==> config.mk <==
export PLATFORM = sky130hd
export DESIGN_NAME = modexp_arbiter
export DESIGN_NICKNAME = d
export VERILOG_FILES = /design/src/rtl/modexp_arb_pkg.sv /design/src/rtl/modexp_arbiter_rr_pick.sv /design/src/rtl/modexp_arbiter.sv
export SDC_FILE = /design/constraint.sdc
export NUM_CORES = 1
export LEC_CHECK = 0
export CAP_MARGIN = 30
export CORE_AREA = 5 5 212 214
export CTS_CLUSTER_DIAMETER = 200
export DETAILED_ROUTE_END_ITERATION = 7
export DIE_AREA = 0 0 217 219
export GPL_ROUTABILITY_DRIVEN = 1
export SETUP_SLACK_MARGIN = 0.15
export SLEW_MARGIN = 20
export SYNTH_ARGS = -nofsm -noshare
export SYNTH_HDL_FRONTEND = slang
export SYNTH_HIERARCHICAL = 1
export SYNTH_SLANG_ARGS = --single-unit
==> constraint.sdc <==
create_clock -name clk -period 5.46 [get_ports clk]
set_clock_uncertainty 0.1 [all_clocks]
set_input_delay 0.819 -clock clk [delete_from_list [all_inputs] [get_ports clk]]
set_output_delay 0.819 -clock clk [all_outputs]
set_load 0.02 [all_outputs]
==> src/rtl/modexp_arb_pkg.sv <==
// Shared types and helpers for the modular-exponentiation engine arbiter.
// Holds the sequencer state encoding, the default operand width and the index-width helper.
package modexp_arb_pkg;

  localparam int DEF_WIDTH = 32;

  typedef enum logic [1:0] {
    IDLE  = 2'd0,
    ISSUE = 2'd1,
    WAIT  = 2'd2,
    RESP  = 2'd3
  } arb_state_t;

  // Width of an index into n requesters; a single requester still needs one bit.
  function automatic int idx_width(input int n);
    return (n > 1) ? $clog2(n) : 1;
  endfunction

endpackage

==> src/rtl/modexp_arbiter_rr_pick.sv <==
// rr_pick: combinational round-robin selector; returns the first set req bit
// searching from rr_ptr upward with wrap. rr_ptr must be below N.
module rr_pick #(
  parameter int N  = 4,
  parameter int IW = 2
) (
  input  logic [N-1:0]  req,
  input  logic [IW-1:0] rr_ptr,
  output logic          valid,
  output logic [IW-1:0] idx
);

  int            pos;
  logic [IW-1:0] cand;

  // NOTE: every output and temporary gets a default before any conditional
  // assignment, so this block can never infer a latch.
  always_comb begin
    valid = |req;
    idx   = '0;
    pos   = 0;
    cand  = '0;
    // Walk offsets from farthest to nearest so the closest set bit wins last.
    for (int off = N - 1; off >= 0; off--) begin
      pos = int'(rr_ptr) + off;
      if (pos >= N) pos = pos - N;
      cand = IW'(pos);
      if (req[cand]) idx = cand;
    end
  end

endmodule

==> src/rtl/modexp_arbiter.sv <==
// Round-robin sequencer sharing one modular-exponentiation engine among NUM_REQ requesters.
// Optional watchdog on the engine wait is enabled with `define MODEXP_ARB_TIMEOUT_EN.
module modexp_arbiter
  import modexp_arb_pkg::*;
#(
  parameter int NUM_REQ     = 4,
  parameter int WIDTH       = DEF_WIDTH,
  parameter int TIMEOUT_CYC = 4096
) (
  input  logic                     clk,
  input  logic                     rstn,
  input  logic [NUM_REQ-1:0]       req,
  input  logic [NUM_REQ*WIDTH-1:0] base_in,
  input  logic [NUM_REQ*WIDTH-1:0] exp_in,
  input  logic [NUM_REQ*WIDTH-1:0] mod_in,
  output logic [NUM_REQ-1:0]       ack,
  output logic [NUM_REQ-1:0]       done,
  output logic [WIDTH-1:0]         result,
  output logic                     err,
  output logic                     md_start,
  output logic [WIDTH-1:0]         eng_base,
  output logic [WIDTH-1:0]         eng_exp,
  output logic [WIDTH-1:0]         eng_mod,
  input  logic [WIDTH-1:0]         eng_r,
  input  logic                     md_end
);

  localparam int IW = idx_width(NUM_REQ);

  if (NUM_REQ < 2) begin : g_bad_num_req
    $error("modexp_arbiter: NUM_REQ must be at least 2");
  end
  if (TIMEOUT_CYC < 1) begin : g_bad_timeout
    $error("modexp_arbiter: TIMEOUT_CYC must be at least 1");
  end

  arb_state_t    state, state_nx;
  logic [IW-1:0] rr_ptr, grant_idx, pick_idx;
  logic          pick_valid;
  logic [WIDTH-1:0] res_reg;
  logic          timed_out;

  logic [WIDTH-1:0] base_arr [NUM_REQ];
  logic [WIDTH-1:0] exp_arr  [NUM_REQ];
  logic [WIDTH-1:0] mod_arr  [NUM_REQ];

  for (genvar g = 0; g < NUM_REQ; g++) begin : g_unpack
    assign base_arr[g] = base_in[g*WIDTH +: WIDTH];
    assign exp_arr[g]  = exp_in[g*WIDTH +: WIDTH];
    assign mod_arr[g]  = mod_in[g*WIDTH +: WIDTH];
  end

  rr_pick #(
    .N  (NUM_REQ),
    .IW (IW)
  ) u_rr_pick (
    .req    (req),
    .rr_ptr (rr_ptr),
    .valid  (pick_valid),
    .idx    (pick_idx)
  );

`ifdef MODEXP_ARB_TIMEOUT_EN
  localparam int CW = $clog2(TIMEOUT_CYC + 1);

  logic [CW-1:0] wait_cnt;
  logic          err_reg;

  // Fires on the last permitted WAIT cycle, giving exactly TIMEOUT_CYC WAIT cycles.
  assign timed_out = (wait_cnt == CW'(TIMEOUT_CYC - 1));

  always_ff @(posedge clk) begin
    if (!rstn) begin
      wait_cnt <= '0;
      err_reg  <= 1'b0;
    end else begin
      case (state)
        ISSUE: begin
          wait_cnt <= '0;
          err_reg  <= 1'b0;
        end
        WAIT: begin
          if (md_end)         err_reg  <= 1'b0;
          else if (timed_out) err_reg  <= 1'b1;
          else                wait_cnt <= wait_cnt + 1'b1;
        end
        default: ;
      endcase
    end
  end

  assign err = (state == RESP) && err_reg;
`else
  assign timed_out = 1'b0;
  assign err       = 1'b0;
`endif

  // NOTE: sequential state is written only with non-blocking assignments so every
  // register samples its inputs as they stood before the clock edge.
  always_ff @(posedge clk) begin
    if (!rstn) state <= IDLE;
    else       state <= state_nx;
  end

  always_comb begin
    state_nx = state;
    case (state)
      IDLE:    if (pick_valid) state_nx = ISSUE;
      ISSUE:   state_nx = WAIT;
      WAIT:    if (md_end || timed_out) state_nx = RESP;
      RESP:    state_nx = IDLE;
      default: state_nx = IDLE;
    endcase
  end

  // NOTE: the operand and result registers are few and observable on ports,
  // so they are reset along with control; nothing here is a memory array.
  always_ff @(posedge clk) begin
    if (!rstn) begin
      rr_ptr    <= '0;
      grant_idx <= '0;
      eng_base  <= '0;
      eng_exp   <= '0;
      eng_mod   <= '0;
      res_reg   <= '0;
    end else begin
      case (state)
        IDLE: begin
          if (pick_valid) begin
            grant_idx <= pick_idx;
            eng_base  <= base_arr[pick_idx];
            eng_exp   <= exp_arr[pick_idx];
            eng_mod   <= mod_arr[pick_idx];
          end
        end
        WAIT: begin
          if (md_end)         res_reg <= eng_r;
          else if (timed_out) res_reg <= '0;
        end
        RESP: begin
          rr_ptr <= (grant_idx == IW'(NUM_REQ - 1)) ? '0 : grant_idx + 1'b1;
        end
        default: ;
      endcase
    end
  end

  always_comb begin
    ack      = '0;
    done     = '0;
    md_start = 1'b0;
    result   = '0;
    case (state)
      ISSUE: begin
        ack[grant_idx] = 1'b1;
        md_start       = 1'b1;
      end
      RESP: begin
        done[grant_idx] = 1'b1;
        result          = res_reg;
      end
      default: ;
    endcase
  end

endmodule

==> results.sh <==
export IMPL_synthCells=776
export IMPL_hpwl_um=28370
export IMPL_timing_final_ws_setup_ns=2.095
export IMPL_dp_cells=1823
export IMPL_worstMarginPinSlew_ns=0.9366
export IMPL_path_cells="ha_1 > buf_6 > and2_1 > clkdlybuf4s50_1"
export IMPL_p_total_mw=4.783
export IMPL_synth_area_um2=7271
export IMPL_hold_violations=0
export IMPL_rsz0062_at_grt="false"
export IMPL_fp_row_count=76
export IMPL_cap_violations=0
export IMPL_grt_overflow_total=0
export IMPL_crit_path_start_kind="register"
export IMPL_synthToLayoutAreaGrowth_pct=92.21
export IMPL_cp_required_ns=4.54
export IMPL_root_buffer="clkbuf_16"
export IMPL_slowest_delay_ns=0.66
export IMPL_slew_headroom_pct=37.56
export IMPL_avgSynthCellArea_um2=9.369
export IMPL_switching_share_pct=36.63
export IMPL_worstRegToRegCells=6
export IMPL_r2r_slack_ns=2.80
export IMPL_path_max_fanout=19
export IMPL_grt_pass1_vias=8358
export IMPL_grt_use_total_pct=14.07
export IMPL_drive_gt1_share_pct=3.514
export IMPL_p_leak_nw=5.255
export IMPL_nets=1728
export IMPL_seqPwrFrac_pct=29.8
export IMPL_min_to="res_reg[31]"
export IMPL_worstHoldPathType="reg -> reg"
export IMPL_finalWeightedCongestion=0.8442
export IMPL_grt_first_pass_wirelength_um=50990
export IMPL_fin_crit_sh_pct=61.64
export IMPL_synth_top_cells_by_area="dfxtp_1 37%, mux2i_1 27%, a2bb2oi_1 11%, o21ai_0 6.0%, nand2_1 3.7%"
export IMPL_synth_largest_area_cell="dfxtp_1"
export IMPL_drtIter0Drc=323
export IMPL_min_period_ns=3.365
export IMPL_vias_per_cell=4.232
export IMPL_htree_levels=4
export IMPL_syn_num_nets=1208
export IMPL_clock_fmax_mhz=297.1
export IMPL_ir_worst_vdd_mv=0.2121
export IMPL_ys_flop_type="dfxtp_1"
export IMPL_drc=0
export IMPL_die_area_um2=47520
export IMPL_hp_start="res_reg[31]"
export IMPL_cts_buffer_depth=2
export IMPL_cts_tree="done"
export IMPL_core_area_um2=42700
export IMPL_r2r_start="rr_ptr[1]"
export IMPL_wl_per_cell_um=19.23
export IMPL_numCtsBuffers=17
export IMPL_clk_pin_slew_worst_paths_ns=0.06
export IMPL_synth_seq_cells=134
export IMPL_p_int_mw=3.031
export IMPL_p_clk_share_pct=23.6
export IMPL_startpoint="state[0]"
export IMPL_pre_cts_ws_ns=1.965
export IMPL_synth_top_area_share_pct=36.90
export IMPL_io_buffers=559
export IMPL_setup_tns_ns=0
export IMPL_ys_types=31
export IMPL_ios=561
export IMPL_cts_sinks=134
export IMPL_start_util_pct=17.03
export IMPL_yosysWarnings=6
export IMPL_crit_path_top_delay_cell="clkdlybuf4s50_1"
export IMPL_power_frac_comb_pct=46.6
export IMPL_powerDensity_nw_per_um2=342.2
export IMPL_p_switching_mw=1.752
export IMPL_r2r_end="eng_base[0]"
export IMPL_grt_max_degree=114
export IMPL_final_antenna_net_count=0
export IMPL_ys_top_cells_by_count="195 x mux2i_1, 134 x dfxtp_1, 88 x a2bb2oi_1"
export IMPL_path_class="reg -> out"
export IMPL_clk_insertion_delay_late_ns=0.42
export IMPL_crit_arrival_ns=2.45
export IMPL_cts_setup_buffers=0
export IMPL_synth_most_common_cell="mux2i_1"
export IMPL_drtPass1Iterations=4
export IMPL_cts_hold_buf=0
export IMPL_die_height_um=219
export IMPL_endpoint_kind="output pin"
export IMPL_layoutNonFillerInstCount=1860
export IMPL_finalWirelength_um=35760
export IMPL_vias=7871
export IMPL_status="complete, no violations"
export IMPL_cts_resized=0
export IMPL_finalSetupViolations=0
export IMPL_drv_slew=0
export IMPL_antenna_found_initial=9
export IMPL_chipWidth_um=217
export IMPL_fillers=4474
export IMPL_synth_edf_count=0
export IMPL_hold_depth=2
export IMPL_synthArstFlopShare_pct=0
export IMPL_seq_area_frac_synth_pct=36.90
==> placed cells by master (no fill, tap or decap), drive strengths merged, types with 8 or more instances in the layout <==
master | Yosys | routed
clkdlybuf4s50 | 0 | 559
mux2i | 195 | 195
dfxtp | 134 | 134
o21ai | 89 | 89
a2bb2oi | 88 | 88
nand2 | 71 | 71
and2 | 41 | 41
a21oi | 37 | 37
clkbuf | 22 | 18
buf | 47 | 11
ha | 9 | 9
nor2 | 8 | 8
==> worst max-delay path: cells and delay by family (launching register included) <==
| family | cells | cell delay, ns |
|---|---|---|
| adder cells (fa/ha/maj) | 1 | 0.56 |
| buffers and inverters | 2 | 0.90 |
| flip-flops | 1 | 0.41 |
| AND/OR/NAND/NOR | 1 | 0.14 |
==> worst max path at each step <==
stage / to / slack (ns) / depth (start not counted)
finish: result[7] / 2.09 / 4
global route: result[7] / 1.89 / 4
CTS: result[7] / 2.02 / 4
detailed placement: eng_base[0] / 1.96 / 7
global placement: eng_base[6] / 1.54 / 8
floorplan: eng_base[12] / 3.21 / 8
==> stage by stage <==
step	util (%)	instance area, um^2	hold WS, ns
floorplan	-	7271	0.3317
global placement	31.19	13320	0.3339
detailed placement	31.40	13410	0.3429
CTS	32.70	13960	0.3523
global route	32.71	13970	0.3671
finish	32.73	13970	0.3519
==> cell families after synthesis <==
logic type	count (synthesis)	share of synthesized area [%]
simple gates	130	8.570
fa+ha+maj	9	1.549
buf+inv	74	4.732
flops	134	36.90
other cells	1	0.05158
mux	195	26.85
compound gates	233	21.36
==> layer usage <==
layer	global-route usage (%)	wire (um)	up-vias	part of all wire, %
met5	0	7	-	0.020
met2	24.96	18280	325	51
met3	5.946	3378	35	9.4
met4	4.024	716	2	2.0
li1	-	-	3867	-
met1	15.41	13380	3642	37
==> area by class of cell <==
class / count / area [um^2] / share of cell area, %
multi-input combinational: 568 / 4262 / 30.50
sequential: 134 / 2683 / 19.20
timing repair buffer: 570 / 5759 / 41.21
clock inverter: 14 / 127.6 / 0.9132
inverter: 5 / 18.77 / 0.1343
antenna: 5 / 12.51 / 0.08953
clock buffer: 18 / 429.2 / 3.071
tap: 546 / 683.2 / 4.889
==> power groups by stage <==
stage               combinational, mW  clock (mW)  sequential (mW)
floorplan                       0.833           0             1.72
global placement                 2.22           0             1.43
detailed placement               2.26           0             1.44
CTS                              2.27        1.19             1.43
global route                     2.38        1.23             1.46
finish                           2.23        1.13             1.42
Note: power is estimated with default switching activity, not from simulation.
